<file path="config.mk">
export PLATFORM = sky130hd
export DESIGN_NAME = vga_dither_out
export DESIGN_NICKNAME = d
export VERILOG_FILES = /design/src/rtl/vga_dither_out.sv
export SDC_FILE = /design/constraint.sdc
export NUM_CORES = 1
export LEC_CHECK = 0
export ABC_AREA = 1
export CAP_MARGIN = 15
export CORE_MARGIN = 3
export CORE_UTILIZATION = 25
export DETAILED_ROUTE_END_ITERATION = 12
export MAX_ROUTING_LAYER = met4
export PLACE_DENSITY = 0.5
export SLEW_MARGIN = 20
export SYNTH_ARGS = -nofsm -noshare
export SYNTH_HDL_FRONTEND = slang
export SYNTH_SLANG_ARGS = --single-unit
</file>
<file path="constraint.sdc">
create_clock -name clk -period 1.25 [get_ports clk]
set_input_delay 0.375 -clock clk [delete_from_list [all_inputs] [get_ports clk]]
set_output_delay 0.375 -clock clk [all_outputs]
set_load 0.05 [all_outputs]
</file>
<file path="src/rtl/vga_dither_out.sv">
// vga_dither_out: output stage behind the test-pattern controller. Reduces 8-bit RGB to
// OUT_BITS per channel with a 4x4 ordered (Bayer) dither, optionally rotated every frame,
// and delays syncs/blanks so that colour, sync and blank all leave with a 2-cycle latency.
// Pixel position is rebuilt locally from the blank flags; no h/v counts come in.
module vga_dither_out #(
    parameter int unsigned OUT_BITS   = 2,    // legal range 1..7
    parameter int unsigned TEMPORAL   = 1,
    parameter logic        SYNC_RESET = 1'b0
) (
    input  logic                clk,
    input  logic                reset,
    input  logic                en,
    input  logic [7:0]          r_in,
    input  logic [7:0]          g_in,
    input  logic [7:0]          b_in,
    input  logic                hsync_in,
    input  logic                vsync_in,
    input  logic                hblank_in,
    input  logic                vblank_in,
    input  logic                visible_in,
    output logic [OUT_BITS-1:0] r_out,
    output logic [OUT_BITS-1:0] g_out,
    output logic [OUT_BITS-1:0] b_out,
    output logic                hsync_out,
    output logic                vsync_out,
    output logic                hblank_out,
    output logic                vblank_out,
    output logic [3:0]          frame_out
);

    // Bits dropped per channel, and how the 4-bit threshold is scaled to that step size.
    localparam int unsigned SHIFT   = 8 - OUT_BITS;
    localparam int unsigned ADD_SHL = (SHIFT >= 4) ? SHIFT - 4 : 0;
    localparam int unsigned ADD_SHR = (SHIFT < 4) ? 4 - SHIFT : 0;
    localparam logic        TEMP_ON = (TEMPORAL != 0);

    logic [9:0] x_cnt;
    logic [9:0] y_cnt;
    logic       hblank_d;
    logic       vblank_d;
    logic       hblank_rise;
    logic       vblank_rise;

    logic [1:0] xi;
    logic [1:0] yi;
    logic [3:0] thresh;
    logic [7:0] add;

    // Stage-1 registers
    logic [7:0] r_s1;
    logic [7:0] g_s1;
    logic [7:0] b_s1;
    logic [7:0] add_s1;
    logic       vis_s1;
    logic       hsync_s1;
    logic       vsync_s1;
    logic       hblank_s1;
    logic       vblank_s1;

    assign hblank_rise = hblank_in & ~hblank_d;
    assign vblank_rise = vblank_in & ~vblank_d;

    // Saturating add of the dither offset, then keep the top OUT_BITS bits.
    function automatic logic [OUT_BITS-1:0] quantize(input logic [7:0] c, input logic [7:0] a);
        logic [8:0] sum;
        logic [7:0] sat;
        sum = {1'b0, c} + {1'b0, a};
        sat = sum[8] ? 8'hFF : sum[7:0];
        return sat[7:SHIFT];
    endfunction

    // Column, line and frame tracking derived from the blank edges.
    always_ff @(posedge clk) begin
        if (reset) begin
            x_cnt     <= 10'd0;
            y_cnt     <= 10'd0;
            frame_out <= 4'd0;
            hblank_d  <= 1'b1;
            vblank_d  <= 1'b1;
        end else begin
            x_cnt <= hblank_in ? 10'd0 : x_cnt + 10'd1;
            // Line count is cleared by the last hblank edge seen inside vertical blanking.
            if (hblank_rise) begin
                y_cnt <= vblank_in ? 10'd0 : y_cnt + 10'd1;
            end
            if (vblank_rise) begin
                frame_out <= frame_out + 4'd1;
            end
            hblank_d <= hblank_in;
            vblank_d <= vblank_in;
        end
    end

    // Bayer threshold for the current pixel, scaled to one output LSB.
    always_comb begin
        xi     = x_cnt[1:0] + (frame_out[1:0] & {2{TEMP_ON}});
        yi     = y_cnt[1:0] + (frame_out[3:2] & {2{TEMP_ON}});
        thresh = 4'd0;
        unique case ({yi, xi})
            4'b00_00: thresh = 4'd0;
            4'b00_01: thresh = 4'd8;
            4'b00_10: thresh = 4'd2;
            4'b00_11: thresh = 4'd10;
            4'b01_00: thresh = 4'd12;
            4'b01_01: thresh = 4'd4;
            4'b01_10: thresh = 4'd14;
            4'b01_11: thresh = 4'd6;
            4'b10_00: thresh = 4'd3;
            4'b10_01: thresh = 4'd11;
            4'b10_10: thresh = 4'd1;
            4'b10_11: thresh = 4'd9;
            4'b11_00: thresh = 4'd15;
            4'b11_01: thresh = 4'd7;
            4'b11_10: thresh = 4'd13;
            4'b11_11: thresh = 4'd5;
        endcase
        add = en ? ((8'(thresh) << ADD_SHL) >> ADD_SHR) : 8'd0;
    end

    // Stage 1: capture colour, offset and flags for the pixel presented this cycle.
    always_ff @(posedge clk) begin
        if (reset) begin
            r_s1      <= 8'd0;
            g_s1      <= 8'd0;
            b_s1      <= 8'd0;
            add_s1    <= 8'd0;
            vis_s1    <= 1'b0;
            hsync_s1  <= SYNC_RESET;
            vsync_s1  <= SYNC_RESET;
            hblank_s1 <= 1'b1;
            vblank_s1 <= 1'b1;
        end else begin
            r_s1      <= r_in;
            g_s1      <= g_in;
            b_s1      <= b_in;
            add_s1    <= add;
            vis_s1    <= visible_in;
            hsync_s1  <= hsync_in;
            vsync_s1  <= vsync_in;
            hblank_s1 <= hblank_in;
            vblank_s1 <= vblank_in;
        end
    end

    // Stage 2: quantise colour (black outside the active area) and re-time the flags.
    always_ff @(posedge clk) begin
        if (reset) begin
            r_out      <= '0;
            g_out      <= '0;
            b_out      <= '0;
            hsync_out  <= SYNC_RESET;
            vsync_out  <= SYNC_RESET;
            hblank_out <= 1'b1;
            vblank_out <= 1'b1;
        end else begin
            r_out      <= vis_s1 ? quantize(r_s1, add_s1) : '0;
            g_out      <= vis_s1 ? quantize(g_s1, add_s1) : '0;
            b_out      <= vis_s1 ? quantize(b_s1, add_s1) : '0;
            hsync_out  <= hsync_s1;
            vsync_out  <= vsync_s1;
            hblank_out <= hblank_s1;
            vblank_out <= vblank_s1;
        end
    end

endmodule
</file>
==> metrics <==
All-Layer GR Usage 9.39%; total grt overflow 0; slowest cell on the critical path dfxtp_4; syn avg cell area 7.33 µm²; Routed Antenna Nets 0; Root Buffer clkbuf_8; worst r2r dst r_out[0]; Avg Vias per Cell 3.80; Max-Cap Viols 0; critical path launch point type flip-flop; first-pass GRT wire length 6.15 mm; Die Y 93.1 µm; H-tree lvl count 2; Yosys reg bits 45; post-route design area 2750 µm²; gpl congestion 0.790; DRC viols 0; CTS Buffer Depth 2; WHS Path Cells 2; max frequency 833 MHz; nets@finish 352; R2R depth 5; worst-margin pin slew 0.299 ns; Die Wd 93.1 µm; Slew HR 80.0%; Detailed Route WL 3.63 mm; drt wl/cell 8.90 µm; Multi-input gate area 783 µm²; Sequential Area 918 µm²; Num CTS Buffers 5; Cell Area, Placed 2570 µm²; max incr delay on CP 0.40 ns; Post-synth EDFFs 0; Starting Density 26.0%; Place WS -0.256 ns; Post-Synth Simple-Gate Area 27.8%; Setup Viol. Count Final 0; most frequent cells in the layout nand2_1, inv_1, nor2_1, dfxtp_1, clkdlybuf4s50_1; maximum VDD drop 0.000401 V; Total Die Area 8670 µm²; CP endpoint kind output pin; hold path start hsync_s1; Worst-Skew Late Latency 0.29 ns; XOR/XNOR Fraction of Synth Area 0.461%; final setup margin 0.0501 ns; Synth Flop Type dfxtp_1; antenna cell count 0; Setup crit start frame_out[0]; dpl hpwl 2.72 mm; min Tclk post-route 1.20 ns; Mapped Area 1900 µm²; Vias 1552; critical path arrival 0.82 ns; Synth Area in Adders 7.91%; Critical Path RT 0.88 ns; sequential area share after synthesis 47.5%; status finished, final reports clean; worst reg2reg setup slack 0.07 ns; layout cell share with drive strength beyond 1 15.9%; cell breakdown of the critical path buf_12; clock tree from TritonCTS done; Synth Instances 259; # hold bufs at CTS 0; power density cells 1100 nW/µm²; Slew Limit Fails 0; worst min-delay path class flip-flop to flip-flop; Worst R2R Start add_s1[5]; largest net degree at the start of global routing 16; # rows 31; RSZ-0062 raised after global routing true; Top delay family on crit path flip-flops; leakage power 1.36 nW; Design Power 3.03 mW; distinct cell type count after synthesis 21; mux cell area share after synthesis 0%; final setup skew 0.00777 ns; clk slew on worst S/H paths 0.09 ns; Hold Violations, Final 0; most common cell after layout, fill and taps aside nand2_1; critical path fanouts, max 5; synth warn 0; initial drt markers 48; Synth Net Count 303; initial antenna violation count 0; asr flop ratio synth 0%; combinational family with the most area after synthesis simple AND/OR/NAND/NOR gates; DRT Pass-1 Iters 4; IO Count 46; Layout area overhead 45.0%; Hold EP hsync_out; Critical path buffers and inverters 1; CP Class flip-flop to output pin; TritonCTS Sinks 45; # fillers 796; setup TNS 0 ns; vias in the first global route 1411; IO Port Bufs 39; CORE AREA 7290 µm²; fin crit share 96.0%; Compound-Gate Fraction of Synth Area 3.43%
==> per-stage QoR <==
step	std cells	utilization, %	hold slack, ns
floorplan	259	-	0.388
global placement	398	35.2	0.392
detailed placement	398	35.2	0.396
CTS	406	36.9	0.410
global route	408	37.7	0.424
finish	408	37.7	0.406
==> flip-flops by register name (all words and copies together) (netlist names), 2 cells and up <==
signal     flops
r_s1           6
g_out          2
add_s1         4
x_cnt          2
g_s1           6
b_s1           6
b_out          2
frame_out      4
r_out          2
y_cnt          2
==> per-layer routing <==
layer / GRT usage (%) / vias up / part of all wire (%)
li1: - / 862 / -
met3: 3.14 / 4 / 5.0
met1: 11.0 / 659 / 48
met5: - / - / 0
met4: 3.66 / 0 / 1.1
met2: 14.9 / 27 / 46
==> logic make-up (layout without fill, tap and decap cells) <==
family	after synthesis	in the layout
AOI/OAI and AO/OA	12	12
xor gates and xnor gates	1	1
adders and majority gates	12	12
buffers and inverters	63	113
DFF	45	45
and+or+nand+nor	126	126
==> how the worst max path moves through the flow <==
stage	slack (ns)	cells past startpoint	end
4_1_cts	0.003	5	g_out[0]
3_5_place_dp	-0.26	5	g_out[0]
6_report	0.05	1	frame_out[0]
5_1_grt	-0.03	5	r_out[0]
2_1_floorplan	0.04	8	add_s1[3]
3_3_place_gp	-0.24	8	frame_out[3]
==> area by class of cell <==
class | instances | area share, %
clock buffers | 6 | 3.00
repair buffers | 45 | 21.0
clock inverters | 2 | 1.36
inverters | 60 | 8.28
well taps | 99 | 4.50
flip-flops and latches | 45 | 33.4
multi-input cells | 151 | 28.5
==> cells in the mapped netlist, types with 2 or more instances <==
library cell	number	share of area [%]
a21oi_1	9	2.4
buf_2	2	0.53
dfxtp_1	45	47
ha_1	12	7.9
inv_1	57	11
inv_2	2	0.40
nand2_1	64	13
nand2_2	2	0.66
nand3_1	8	2.1
nand4_1	4	1.3
nor2_1	41	8.1
nor2_2	2	0.66
o21ai_0	2	0.53
or2_2	2	0.66
==> power by group <==
part / total [mW] / switching, mW / internal (mW) / leakage (nW)
logic: 0.359 / 0.166 / 0.193 / 0.927
registers: 1.53 / 0.0444 / 1.49 / 0.375
clock network: 1.14 / 0.491 / 0.650 / 0.0574
total: 3.03 / 0.701 / 2.33 / 1.36
==> what timing repair did <==
item / CTS / global route
endpoints found under the setup margin: 2 / 13
gates resized for setup: 2 / 10
gates cloned: 0 / 0
setup buffers: 0 / 2
pin swaps: 0 / 1
Note: power is estimated with default switching activity, not from simulation.
